===== src/rtl/usr_pkg.sv =====
// Shared definitions for the universal shift register: mode encodings and burst FSM states.
package usr_pkg;

    typedef logic [2:0] mode_t;

    localparam mode_t MODE_HOLD      = 3'd0;
    localparam mode_t MODE_LOAD      = 3'd1;
    localparam mode_t MODE_LOAD_ONES = 3'd2;
    localparam mode_t MODE_CLEAR     = 3'd3;
    localparam mode_t MODE_SHL       = 3'd4;
    localparam mode_t MODE_SHR       = 3'd5;
    localparam mode_t MODE_ROL       = 3'd6;
    localparam mode_t MODE_ROR       = 3'd7;

    typedef enum logic [1:0] {
        ST_IDLE = 2'd0,
        ST_RUN  = 2'd1,
        ST_DONE = 2'd2
    } state_t;

    // Modes 4..7 move bits and are the only ones a burst may run.
    function automatic logic is_shift_mode(input mode_t mode);
        return mode[2];
    endfunction

endpackage


===== src/rtl/usr_shift_step.sv =====
// One step of the universal register: next value and the bit pushed out, for any mode.
// USR_ASR_EN makes SHR arithmetic (MSB fill from the sign bit instead of ser_in).
module usr_shift_step
    import usr_pkg::*;
#(
    parameter int WIDTH = 8
) (
    input  mode_t            mode,
    input  logic [WIDTH-1:0] data,
    input  logic             ser_in,
    output logic [WIDTH-1:0] next_data,
    output logic             shift_out
);

    // NOTE: every output gets a default before the case so no path infers a latch.
    always_comb begin
        next_data = data;
        shift_out = 1'b0;
        case (mode)
            MODE_HOLD:      next_data = data;
            MODE_LOAD:      next_data = data;
            MODE_LOAD_ONES: next_data = '1;
            MODE_CLEAR:     next_data = '0;
            MODE_SHL: begin
                next_data = {data[WIDTH-2:0], ser_in};
                shift_out = data[WIDTH-1];
            end
            MODE_SHR: begin
`ifdef USR_ASR_EN
                next_data = {data[WIDTH-1], data[WIDTH-1:1]};
`else
                next_data = {ser_in, data[WIDTH-1:1]};
`endif
                shift_out = data[0];
            end
            MODE_ROL: begin
                next_data = {data[WIDTH-2:0], data[WIDTH-1]};
                shift_out = data[WIDTH-1];
            end
            MODE_ROR: begin
                next_data = {data[0], data[WIDTH-1:1]};
                shift_out = data[0];
            end
        endcase
    end

endmodule


===== src/rtl/univ_shift_reg.sv =====
// Universal register with single-step operations and a counted shift/rotate burst engine.
// Build option USR_ASR_EN (handled in usr_shift_step) selects arithmetic SHR.
module univ_shift_reg
    import usr_pkg::*;
#(
    parameter int WIDTH = 8,
    parameter int CNT_W = $clog2(WIDTH + 1)
) (
    input  logic             clk,
    input  logic             rst_n,
    input  logic             enable,
    input  mode_t            mode,
    input  logic [WIDTH-1:0] data_in,
    input  logic             ser_in,
    input  logic             start,
    input  logic [CNT_W-1:0] shift_cnt,
    output logic [WIDTH-1:0] data_out,
    output logic             ser_out,
    output logic             busy,
    output logic             done
);

    localparam logic [CNT_W-1:0] CNT_MAX = CNT_W'(WIDTH);
    localparam logic [CNT_W-1:0] CNT_ONE = CNT_W'(1);

    state_t           state_q, state_d;
    logic [CNT_W-1:0] cnt_q, cnt_d;
    mode_t            mode_q, mode_d;
    logic [WIDTH-1:0] data_q, data_d;
    logic             ser_q, ser_d;
    logic             busy_q, done_q;

    mode_t            step_mode;
    logic [WIDTH-1:0] step_src;
    logic [WIDTH-1:0] step_data;
    logic             step_out;
    logic [CNT_W-1:0] cnt_sat;

    // LOAD takes data_in; every other mode transforms the current contents.
    assign step_mode = (state_q == ST_RUN) ? mode_q : mode;
    assign step_src  = (state_q != ST_RUN && mode == MODE_LOAD) ? data_in : data_q;
    assign cnt_sat   = (shift_cnt > CNT_MAX) ? CNT_MAX : shift_cnt;

    usr_shift_step #(.WIDTH(WIDTH)) u_step (
        .mode      (step_mode),
        .data      (step_src),
        .ser_in    (ser_in),
        .next_data (step_data),
        .shift_out (step_out)
    );

    always_comb begin
        state_d = state_q;
        cnt_d   = cnt_q;
        mode_d  = mode_q;
        data_d  = data_q;
        ser_d   = ser_q;
        case (state_q)
            ST_IDLE: begin
                if (start && is_shift_mode(mode)) begin
                    mode_d  = mode;
                    cnt_d   = cnt_sat;
                    state_d = (cnt_sat == '0) ? ST_DONE : ST_RUN;
                end else if (enable || start) begin
                    data_d = step_data;
                    if (is_shift_mode(mode)) ser_d = step_out;
                end
            end
            ST_RUN: begin
                data_d = step_data;
                ser_d  = step_out;
                cnt_d  = cnt_q - CNT_ONE;
                if (cnt_q == CNT_ONE) state_d = ST_DONE;
            end
            ST_DONE: state_d = ST_IDLE;
            default: state_d = ST_IDLE;
        endcase
    end

    // NOTE: state uses non-blocking assignments so every flop samples pre-edge values.
    always_ff @(posedge clk or negedge rst_n) begin
        if (!rst_n) begin
            state_q <= ST_IDLE;
            cnt_q   <= '0;
            mode_q  <= MODE_HOLD;
            data_q  <= '0;
            ser_q   <= 1'b0;
            busy_q  <= 1'b0;
            done_q  <= 1'b0;
        end else begin
            state_q <= state_d;
            cnt_q   <= cnt_d;
            mode_q  <= mode_d;
            data_q  <= data_d;
            ser_q   <= ser_d;
            // Flopped from the next state so the handshake never glitches on state decode.
            busy_q  <= (state_d == ST_RUN);
            done_q  <= (state_d == ST_DONE);
        end
    end

    assign data_out = data_q;
    assign ser_out  = ser_q;
    assign busy     = busy_q;
    assign done     = done_q;

endmodule


===== config.mk =====
export PLATFORM = sky130hd
export DESIGN_NAME = univ_shift_reg
export DESIGN_NICKNAME = d
export VERILOG_FILES = /design/src/rtl/usr_pkg.sv /design/src/rtl/usr_shift_step.sv /design/src/rtl/univ_shift_reg.sv
export SDC_FILE = /design/constraint.sdc
export NUM_CORES = 1
export LEC_CHECK = 0
export ABC_AREA = 1
export CAP_MARGIN = 20
export CORE_AREA = 2 2 63 65
export DETAILED_ROUTE_END_ITERATION = 8
export DIE_AREA = 0 0 65 67
export PLACE_DENSITY = 0.59
export SETUP_SLACK_MARGIN = 0.5
export SYNTH_ARGS = -nofsm -noshare
export SYNTH_HDL_FRONTEND = slang
export SYNTH_HIERARCHICAL = 1
export SYNTH_SLANG_ARGS = --single-unit

===== constraint.sdc =====
create_clock -name clk -period 2.3 [get_ports clk]
set_input_delay 0.46 -clock clk [delete_from_list [all_inputs] [get_ports clk]]
set_output_delay 0.46 -clock clk [all_outputs]
set_load 0.01 [all_outputs]

# == Word-level counts from Yosys, hierarchy flattened ==
# Index checks and enable logic that the tools add are counted.
# op_classes
addsub,1
order_cmp,1
n_eq_ne,17
mux,18
n_reduce_logical,14
# op_table
cell,n
$pmux 8 s7,1
$mux 8,3
$pmux 8 s2,1
$eq 3x3->1 const B,4
$mux 4,2
$ne 2x2->1 const B,4
$pmux 4 s2,1
$eq 3x1->1 const B,2
$eq 3x2->1 const B,2
$mux 2,3
$reduce_or 2->1,3
$eq 2x1->1 const B,2
$eq 4x1->1 const B,1
$gt 4x4->1 const B,1
$logic_not 4->1,1
$pmux 1 s2,2
$pmux 2 s2,1
$reduce_and 2->1,2
$reduce_and 4->1,1
$sub 4x1->4 const B,1
$logic_not 3->1,1
$mux 1,3
$mux 3,1
$reduce_and 3->1,1
other kinds (6),7
# totals
regBits,20
word_cells,58

# == Logic depth before layout (Yosys ltp) ==
# Gate-level depths: netlist of the first run.
# logic_depth
word_depth,9
mapped_depth,15
mapped_depth_nobuf,13

# == Modules after synthesis ==
# The synthesis of the first run kept the hierarchy.
# by_module_without_submodules
mod,n_inst,cells_each,area_per_inst_um2,seq_area_each_um2
univ_shift_reg,1,153,1134.8,500.5
usr_shift_step,1,56,271.5,0.0

# == Worst setup path after synthesis of the first run ==
# No wires, ideal clock.
# synth_path
path_kind,reg2reg
start,register state_q[0]
end,register data_q[6] (netlist: data_out[6])
arrival_time_ps,1562
t_required_ps,2183
path_slack_ps,621
stages_incl_launch_ff,12
n_path_buf,1
cell_sequence,dfrtp_1 > nand2_2 > buf_6 > clkinv_4 > o21ai_1 > nand2_1 > nand3_2 > inv_2 > nand2_1 > nand4_1 > nand3_1 > nand2_1
# synth_via
elab_chain_cells,8
word_cells_on_any_way,23
cone_classes,11 x eq/ne; 6 x mux; 6 x reduce/logical
# synth_lines
element,line_no,rtl
"start, declared",univ_shift_reg.sv:26,"state_t state_q, state_d;"
"start signal, assigned",univ_shift_reg.sv:91,state_q <= state_d;
$eq 2x1->1 *,univ_shift_reg.sv:40,assign step_mode = (state_q == ST_RUN) ? mode_q : mode;
$mux 3 *,univ_shift_reg.sv:40,
via step_mode[1],univ_shift_reg.sv:33,mode_t step_mode;
$eq 3x1->1 or $logic_not 3->1 (tied branches),usr_shift_step.sv:19,case (mode)
$reduce_or 2->1 (no line),-,
$pmux 8 s7 *,usr_shift_step.sv:19,
$mux 8,univ_shift_reg.sv:64,end else if (enable || start) begin
$mux 8,univ_shift_reg.sv:60,if (start && is_shift_mode(mode)) begin
$pmux 8 s2 *,univ_shift_reg.sv:58,case (state_q)
via data_d[6],univ_shift_reg.sv:29,"logic [WIDTH-1:0] data_q, data_d;"
"end signal, assigned",univ_shift_reg.sv:94,data_q <= data_d;
"end, declared",univ_shift_reg.sv:29,
# Mark *: on every way through the listed nets, which the timed path passes. The rest lies on a longest branch. The select of a mux whose other input is x is not followed.
# A chain may end at the register's enable or synchronous reset.

# == Worst setup path in the final report of the first run ==
# layout_path
start,register data_q[0] (netlist: data_out[0])
end,output data_out[0]
# layout_lines
element,line_no,rtl
"end, declared",univ_shift_reg.sv:17,"output logic [WIDTH-1:0] data_out,"
# No word-level cell between the ends.

==> key figures, run 1 <==
Drt
  • Drt total wl: 3880 um
  • Post-route DRC: 0
  • Drt via density: 4.91
  • First-pass iteration count of the detailed router: 4
  • Wire per inst: 12.8 um
  • Via count: 1484
  • Initial DRC count: 114
  • ANT nets after route: 0

Min path
  • WHS Path Cells: 2
  • Hold_sp: mode_q[2]
  • HP Class: reg -> reg
  • Hold EP: mode_q[2]

Timing
  • Fin. Hold Viols: 0
  • Slew HR: 73.3%
  • Setup Skew: 0.00255 ns
  • Worst Tran Pin Value: 0.400 ns
  • Final Max Slew Viols: 0
  • Worst hold slack: 0.464 ns
  • Setup violations, final: 0
  • F_max: 0.597 GHz
  • Final Worst Setup Slack: 0.624 ns
  • Final setup TNS: 0 ns
  • RSZ-0062 raised after global routing: false
  • Final min period: 1.68 ns
  • Tcrit/Tclk final: 72.9%

Power
  • Pwr Density: 936 nW/um2
  • Worst vdd ir: 0.388 mV
  • Leak Pwr: 1.00 nW

Setup path
  • CP delay by family, top: buffers and inverters
  • Required @ worst endpoint: 1.84 ns
  • Worst R2R Path Depth: 10
  • R2r setup slk: 0.64 ns
  • R2R Path End: data_out[1]
  • CP Class: reg -> out
  • Critical path capture point type: output pin
  • Worst-path maximum fanout: 3
  • Slowest Stage Delay on Critical Path: 0.55 ns
  • FF-to-FF Start: state_q[0]
  • Critical path launch point: data_out[0]
  • CP max stage cell: clkdlybuf4s50_1
  • Critical Path, Cell by Cell: clkdlybuf4s50_1
  • Crit path DAT: 1.22 ns
  • Worst path bufs/invs: 1
  • Crit start category: flop

CTS
  • Num CTS Buffers: 3
  • Reg clk slew, reported paths: 0.08 ns
  • Hold-fix buffers at CTS: 0
  • Root buffer cell: clkbuf_8
  • CTS sink count: 20
  • CTS tree: built
  • Maximum buffer depth of the clock tree: 2
  • H-tree Lvls: 1
  • Skew-Pair Late Insertion Delay: 0.27 ns

Floorplanning
  • Io pins: 31
  • Die X-Extent: 65 um
  • Die height: 67 um
  • Die area: 4360 um2
  • Core Region: 3610 um2
  • Initial core utilization: 39.0%
  • Site Rows: 22

Synth
  • Syn avg cell area: 6.73 um2
  • Yosys Warn Count: 6
  • Syn nets: 231
  • Post-synth cell types: 25
  • Flops & latches, synth: 20
  • Synth Instances: 209
  • Mapped Area: 1410 um2
  • Sequential fraction of the synthesis area: 35.6%

GRT
  • Grt met1 use: 22.1%
  • Met3 Usage GRT: 3.72%
  • M2 GR Usage: 33.0%
  • Congestion Overflow GR: 0
  • First-pass GRT wire length: 6030 um
  • Total track usage: 18.3%
  • Initial antenna violation count: 0
  • Vias in the first global route: 1323
  • Busiest grt layer: met2
  • Pin count of the biggest net entering global routing: 21

Placement
  • Post-detail-place hpwl: 2670 um
  • Place WS: 0.173 ns
  • RePlAce Congestion: 0.957
  • PortBufs: 30
  • Dpl cells: 289

Outcome
  • Status: finished, final reports clean

Flow run
  • Max cap viols: 0

Finish
  • P&R area growth vs syn: 40.3%
  • Filler Cell Count: 365
  • Fraction of layout cells with a size suffix above 1: 20.1%
  • Final net count: 277
  • Ant diodes: 0
  • Non-filler cells, final: 302
==> how the worst max path moves through the flow <==
stage                              to  slack [ns]  depth (start not counted)
final                     data_out[0]        0.62                          1
after CTS                 data_out[1]        0.51                         10
after floorplan           data_out[6]        0.62                         11
after global placement    data_out[7]        0.15                         10
after global routing      data_out[3]        0.50                         10
after detailed placement  data_out[7]        0.17                         10
==> cell families (layout without fill, tap and decap cells) <==
logic type / after synthesis / count (layout) / share of synthesized area [%]
compound gates: 27 / 27 / 10.3
flops: 20 / 20 / 35.6
simple gates: 127 / 128 / 41.7
fa+ha+maj: 2 / 2 / 1.78
buf+inv: 33 / 77 / 10.6
==> area by class of cell <==
cell class                      count  area (um2)  area share (%)
Clock buffer                        3        41.3            2.09
Sequential cell                    20         502            25.4
Inverter                           29         114            5.77
Tap cell                           48        60.1            3.04
Multi-Input combinational cell    157         810            41.0
Timing Repair Buffer               44         417            21.1
Clock inverter                      1        30.0            1.52
==> synth_stat cells, drive strengths merged <==
library cell | instances | area (um2)
nand2 | 81 | 322
inv | 28 | 105
o21ai | 25 | 129
nand3 | 23 | 125
dfrtp | 20 | 500
nor2 | 11 | 51.3
nand4 | 10 | 77.6
buf | 4 | 35.0
ha | 2 | 25.0
a21oi | 1 | 8.76
clkinv | 1 | 8.76
nor3 | 1 | 5.00
o21a | 1 | 7.51
or2 | 1 | 6.26
==> routing by layer <==
metal	part of all wire, %	wire length, um	vias up
met5	0	0	-
met4	1.0	39	0
met3	3.6	141	4
met2	48	1870	33
met1	47	1820	678
li1	-	-	769
==> flip-flops by register name, indices dropped and copies added (netlist names) <==
| register | cells |
|---|---|
| mode_q | 3 |
| cnt_q | 4 |
| data_out | 8 |
| ser_out | 1 |
| state_q | 2 |
| done | 1 |
| busy | 1 |
==> stage by stage <==
step           util (%)  power [mW]  cell area (um2)
3_5_place_dp       49.3        1.41             1780
6_report           54.7        1.85             1970
3_3_place_gp       49.3        1.43             1780
4_1_cts            51.6        1.80             1860
2_1_floorplan         -        1.08             1410
5_1_grt            54.7        1.99             1970
==> cells in the final DEF, fill, tap and decap left out, types with 2 or more instances in the layout <==
cell type and instances:
buf_4 13, clkbuf_8 3, clkdlybuf4s50_1 27, dfrtp_1 19
dlymetal6s2s_1 3, ha_1 2, inv_1 17, inv_2 11
nand2_1 74, nand2_2 5, nand2_4 2, nand3_1 21
nand3_2 2, nand4_1 9, nor2_1 8, nor2_4 2
o21ai_0 3, o21ai_1 17, o21ai_2 4
==> repair_timing <==
action / 4_1_cts / 5_1_grt
setup endpoints to repair: 6 / 9
resized for setup: 3 / 15
cloned: 0 / 2
pin swaps: 0 / 5
buffers inserted: 0 / 7
==> where the power goes <==
part | switching, mW | internal (mW)
Combinational | 0.491 | 0.418
Clock | 0.130 | 0.233
Sequential | 0.103 | 0.472
Note: power is estimated with default switching activity, not from simulation.
==> run 2, diff against run 1 <==
==> constraint.sdc (replaced) <==
create_clock -name clk -period 1.6 [get_ports clk]
set_input_delay 0.32 -clock clk [delete_from_list [all_inputs] [get_ports clk]]
set_output_delay 0.32 -clock clk [all_outputs]
set_load 0.01 [all_outputs]
==> run 2 against run 1 <==
- cell count grew 7.3%
- sequential cell count is the same
- total power grew 54%
- core utilization grew 7.7 points
- setup slack lost 0.60 ns
- design area grew 14%
- clock-buffer cell count grew 1
- critical path type is now reg -> reg
==> key figures, run 2 (synthesized netlist as in run 1, its figures left out) <==
Timing
  • Setup violations, final: 0 (unchanged)
  • F_max: 0.633 GHz
  • Final setup TNS: 0 ns (unchanged)
  • Setup Skew: 0.00125 ns (-0.00130 ns)
  • Worst hold slack: 0.394 ns (-0.0697 ns)
  • Tcrit/Tclk final: 98.7%
  • Final min period: 1.58 ns
  • Slew HR: 81.0% (+7.6 points)
  • Worst Tran Pin Value: 0.285 ns (-0.115 ns)
  • Final Max Slew Viols: 0 (unchanged)
  • RSZ-0062 raised after global routing: true
  • Fin. Hold Viols: 0 (unchanged)

Finish
  • Commonest non-fill, non-tap cells in the layout: 63 x nand2_1, 24 x buf_4, 20 x nand3_1, 20 x dfrtp_1
  • Ant diodes: 0 (unchanged)
  • P&R area growth vs syn: 60.1%
  • Max reg flops: 8 (unchanged)
  • Final net count: 299 (+7.9%)
  • Fraction of layout cells with a size suffix above 1: 39.9% (+20 points)
  • Post-layout instance area: 2250 um2 (+14%)
  • Multi-input logic area: 942 um2 (+16%)
  • Filler Cell Count: 326 (-11%)
  • Register Area: 500 um2 (-0.25%)
  • Commonest non-fill, non-tap cell in the layout: nand2_1
  • Final core utilization: 62.4% (+7.7 points)

Setup path
  • Critical path capture point type: flop
  • Worst R2R Path Depth: 13 (+3)
  • Crit path depth: 13 (+12)
  • CP Class: reg -> reg
  • Critical path launch point: state_q[1]
  • End of the critical path: data_out[6]
  • FF-to-FF Start: state_q[1]
  • Crit path DAT: 1.73 ns (+0.51 ns)
  • R2r setup slk: 0.02 ns (-0.62 ns)
  • Slowest Stage Delay on Critical Path: 0.39 ns (-0.16 ns)
  • Crit start category: flop
  • Worst path bufs/invs: 4 (+3)
  • Required @ worst endpoint: 1.75 ns (-0.09 ns)
  • CP max stage cell: dfrtp_1
  • R2R Path End: data_out[6]
  • Critical Path, Cell by Cell: inv_2, nand2_4, inv_8, nand2_4, o21ai_4, buf_6, nand2_2, nand3_4, inv_4, nand2_1, nand4_1, nand3_1, nand2_1
  • Worst-path maximum fanout: 7 (+4)
  • CP delay by family, top: simple AND/OR/NAND/NOR gates

CTS
  • Hold-fix buffers at CTS: 0 (unchanged)
  • CTS sink count: 20 (unchanged)
  • CTS tree: built
  • Root buffer cell: clkbuf_8
  • Maximum buffer depth of the clock tree: 2 (unchanged)
  • H-tree Lvls: 1 (unchanged)
  • Skew-Pair Late Insertion Delay: 0.26 ns (about the same)
  • Reg clk slew, reported paths: 0.08 ns (about the same)
  • Num CTS Buffers: 3 (unchanged)

Drt
  • Drt via density: 4.90 (-0.32%)
  • Post-route DRC: 0 (unchanged)
  • ANT nets after route: 0 (unchanged)
  • Wire per inst: 13.0 um (+0.98%)
  • Initial DRC count: 178 (+56%)
  • Via count: 1587 (+6.9%)
  • First-pass iteration count of the detailed router: 4 (unchanged)
  • Drt total wl: 4200 um (+8.3%)

GRT
  • First-pass GRT wire length: 6540 um (+8.5%)
  • Initial antenna violation count: 0 (unchanged)
  • Pin count of the biggest net entering global routing: 21 (unchanged)
  • Total track usage: 19.7% (+1.4 points)
  • Vias in the first global route: 1494 (+13%)
  • Congestion Overflow GR: 0 (unchanged)

Floorplanning
  • Core Region: 3610 um2 (unchanged)
  • Die area: 4360 um2 (unchanged)
  • Die X-Extent: 65 um (unchanged)
  • Io pins: 31 (unchanged)
  • Die height: 67 um (unchanged)
  • Site Rows: 22 (unchanged)
  • Initial core utilization: 39.0% (unchanged)

Power
  • Leak Pwr: 1.15 nW (+15%)
  • Worst vdd ir: 0.589 mV (+52%)
  • Pwr Density: 1270 nW/um2 (+35%)
  • Power Total: 2.85 mW (+54%)

Flow run
  • Max cap viols: 0 (unchanged)

Placement
  • Placement Cell Area: 1870 um2 (+5.0%)
  • Post-detail-place hpwl: 2670 um (about the same)
  • PortBufs: 30 (unchanged)
  • RePlAce Congestion: 0.884 (-7.7%)

Outcome
  • Status: finished, final reports clean

Min path
  • HP Class: in -> async
-- run 2: cell count changes in the layout (fill, tap and decap cells not counted), moves of 11 or more --
cell	change
buf_4	+11
buf_2	+11
nand2_1	-11
buf_6	+12
clkdlybuf4s50_1	-11
-- run 2: power by group --
part,switching (mW),total [mW],internal [mW]
clock,0.177,0.396,0.219
combinational,0.899,1.66,0.766
sequential,0.114,0.791,0.678
-- run 2: how the worst min path moves through the flow --
stage | from | endpoint | slack [ns] | cells after the start
after floorplan | rst_n | busy | 0.02 | 0
after CTS | rst_n | cnt_q[0] | 0.40 | 2
after detailed placement | mode_q[2] | mode_q[2] | 0.45 | 2
after global routing | rst_n | mode_q[1] | 0.41 | 2
final | rst_n | cnt_q[0] | 0.39 | 2
after global placement | mode_q[2] | mode_q[2] | 0.45 | 2
-- run 2: cell type report --
class,instances,area share [%]
inverters,29,5.39
flip-flops and latches,20,22.2
well taps,48,2.67
clock buffers,4,2.45
multi-input cells,156,41.9
repair buffers,67,25.4
-- run 2: metrics by stage --
stage                     setup WS [ns]  std cells
after floorplan                  0.0277        209
after global routing            -0.0639        324
final                            0.0202        324
after CTS                        0.0650        319
after global placement           -0.302        299
after detailed placement         -0.329        299
-- run 2: layer usage --
metal / share of wire [%] / track usage, %
met1: 47 / 26.1
met2: 48 / 32.2
met3: 4.2 / 2.87
met4: 1.1 / 7.71
met5: 0 / 0
-- run 2: repair_timing --
action / in CTS / in global routing
pin swaps: 10 / 15
setup buffers: 16 / 5
endpoints found under the setup margin: 28 / 28
resized for setup: 80 / 33
==> run 3, diff against run 2 <==
--- a/config.mk
+++ b/config.mk
@@ -7,10 +7,12 @@
 export LEC_CHECK = 0
 export ABC_AREA = 1
 export CAP_MARGIN = 20
-export CORE_AREA = 2 2 63 65
+export CELL_PAD_IN_SITES_DETAIL_PLACEMENT = 1
+export CELL_PAD_IN_SITES_GLOBAL_PLACEMENT = 1
+export CORE_AREA = 2 2 67 69
 export DETAILED_ROUTE_END_ITERATION = 8
-export DIE_AREA = 0 0 65 67
-export PLACE_DENSITY = 0.59
+export DIE_AREA = 0 0 69 71
+export PLACE_DENSITY = 0.73
 export SETUP_SLACK_MARGIN = 0.5
 export SYNTH_ARGS = -nofsm -noshare
 export SYNTH_HDL_FRONTEND = slang
==> run 3 against run 2 <==
- the run now ends with setup timing left
- critical endpoint is now data_out[2]
- worst hold slack gained 0.0023 ns
- sequential power grew 1%
- clock power shrank 1%
- highest routed layer unchanged
- total power shrank 1.4%
- design area shrank 1.2%
- sequential cell count is the same
- die area grew 12%
==> key figures, run 3 (synthesized netlist as in run 1, its figures left out) <==
Timing
  • F_max: 0.583 GHz (-7.9%)
  • Tcrit/Tclk final: 107% (+8.5 points)
  • Slew HR: 75.4% (-5.6 points)
  • Final setup TNS: -0.522 ns (-0.522 ns)
  • RSZ-0062 raised after global routing: true
  • Final Max Slew Viols: 0 (unchanged)
  • Final min period: 1.72 ns (+0.135 ns)
  • Worst hold slack: 0.396 ns (+0.00230 ns)
  • Fin. Hold Viols: 0 (unchanged)
  • Worst Tran Pin Value: 0.365 ns (+0.0805 ns)
  • Setup violations, final: 8 (+8)
  • Final Worst Setup Slack: -0.115 ns (-0.135 ns)
  • Setup Skew: 0.00134 ns (+0.0000946 ns)

Placement
  • Dpl cells: 308 (+3.0%)
  • PortBufs: 30 (unchanged)
  • RePlAce Congestion: 0.766 (-13%)
  • Post-detail-place hpwl: 3410 um (+28%)

Floorplanning
  • Io pins: 31 (unchanged)
  • Die area: 4900 um2 (+12%)
  • Die X-Extent: 69 um (+6.2%)
  • Core Region: 4200 um2 (+17%)
  • Initial core utilization: 33.5% (-5.5 points)
  • Site Rows: 24 (+9.1%)
  • Die height: 71 um (+6.0%)

CTS
  • Skew-Pair Late Insertion Delay: 0.26 ns (about the same)
  • Num CTS Buffers: 3 (unchanged)
  • CTS sink count: 20 (unchanged)
  • Reg clk slew, reported paths: 0.08 ns (about the same)
  • Maximum buffer depth of the clock tree: 2 (unchanged)
  • CTS tree: built
  • Hold-fix buffers at CTS: 0 (unchanged)
  • H-tree Lvls: 1 (unchanged)
  • Root buffer cell: clkbuf_8

Setup path
  • Slowest Stage Delay on Critical Path: 0.40 ns (about the same)
  • CP max stage cell: dfrtp_1
  • Worst path bufs/invs: 3 (-1)
  • Critical path capture point type: flop
  • Crit start category: flop
  • CP Class: reg -> reg
  • Worst-path maximum fanout: 6 (-1)
  • CP most frequent cell: nand2_1
  • Crit path DAT: 1.92 ns (+0.19 ns)
  • Required @ worst endpoint: 1.80 ns (+0.05 ns)
  • Critical Path, Cell by Cell: inv_2, nand2_4, buf_4, o21ai_4, inv_4, nor2_4, nand2_1, nand4_1, nand3_1, nand2_1
  • CP delay by family, top: simple AND/OR/NAND/NOR gates

GRT
  • Initial antenna violation count: 0 (unchanged)
  • First-pass GRT wire length: 7910 um (+21%)
  • Total track usage: 19.9% (+0.26 points)
  • Vias in the first global route: 1715 (+15%)
  • Pin count of the biggest net entering global routing: 21 (unchanged)
  • Congestion Overflow GR: 0 (unchanged)

Finish
  • Final core utilization: 52.9% (-9.5 points)
  • P&R area growth vs syn: 58.1%
  • Ant diodes: 0 (unchanged)
  • Filler Cell Count: 547 (+68%)
  • Non-filler cells, final: 333 (+2.8%)
  • Fraction of layout cells with a size suffix above 1: 35.9% (-3.9 points)
  • Commonest non-fill, non-tap cell in the layout: nand2_1
  • Commonest non-fill, non-tap cells in the layout: 69 x nand2_1, 30 x buf_4, 21 x nand3_1
  • Max reg flops: 8 (unchanged)
  • Final net count: 304 (+1.7%)

Drt
  • Initial DRC count: 66 (-63%)
  • Wire per inst: 14.9 um (+15%)
  • Post-route DRC: 0 (unchanged)
  • Drt via density: 4.91 (+0.18%)
  • First-pass iteration count of the detailed router: 4 (unchanged)
  • Drt total wl: 4980 um (+19%)
  • ANT nets after route: 0 (unchanged)
  • Via count: 1634 (+3.0%)

Power
  • Leak Pwr: 1.15 nW (about the same)
  • Pwr Density: 1260 nW/um2 (-0.16%)
  • Power Total: 2.81 mW (-1.4%)
  • Worst vdd ir: 0.643 mV (+9.2%)

Flow run
  • Max cap viols: 0 (unchanged)

Outcome
  • Failing checks: setup timing
  • Status: finished, violations left

Min path
  • HP Class: in -> async
run 3: cell count changes in the layout (fill, tap and decap cells not counted), sizes merged:
cell / delta
buf: +4
inv: -1
dlygate4sd2: +1
clkdlybuf4s50: -1
nand4: +1
clkinv: +1
run 3: worst paths after layout:
path / slack, ns / endpoint / depth (start not counted) / startpoint
worst max register to register: -0.12 / data_out[2] / 10 / state_q[1]
worst min-delay path: 0.40 / mode_q[1] / 2 / rst_n
worst min register to register: 0.51 / mode_q[1] / 2 / mode_q[1]
min in group clk: 0.51 / mode_q[1] / 2 / mode_q[1]
max in group asynchronous: 0.99 / state_q[0] / 2 / rst_n
worst max-delay path: -0.12 / data_out[2] / 10 / state_q[1]
run 3: per-layer routing:
layer  global-route usage, %  up-vias  routed length, um
met3                    2.28        8                106
met4                    6.10        0                 70
met5                       0        -                  0
li1                        -      825                  -
met1                    24.2      776               2100
met2                    37.0       25               2710
run 3: layout make-up:
type	instances	area, um2	area share [%]
timing repair buffer	71	589	26.5
clock buffer	4	55.1	2.48
tap	52	65.1	2.93
inverter	29	121	5.46
multi-input combinational	157	892	40.1
sequential	20	500	22.5
run 3: stage by stage:
stage / area [um2] / worst slack [ns]
floorplan: 1420 / 0.0277
global placement: 1910 / -0.447
detailed placement: 1910 / -0.460
CTS: 2140 / -0.0424
global route: 2220 / -0.215
finish: 2220 / -0.115
run 3: timing repair:
item,CTS,global route
resized for setup,80,12
setup endpoints to repair,31,30
setup buffers,15,5
gates cloned,1,0
pin swaps,19,7
run 3: power by group:
part | switching (mW) | internal (mW)
logic | 0.902 | 0.716
registers | 0.124 | 0.679
clock network | 0.172 | 0.219
total | 1.20 | 1.61
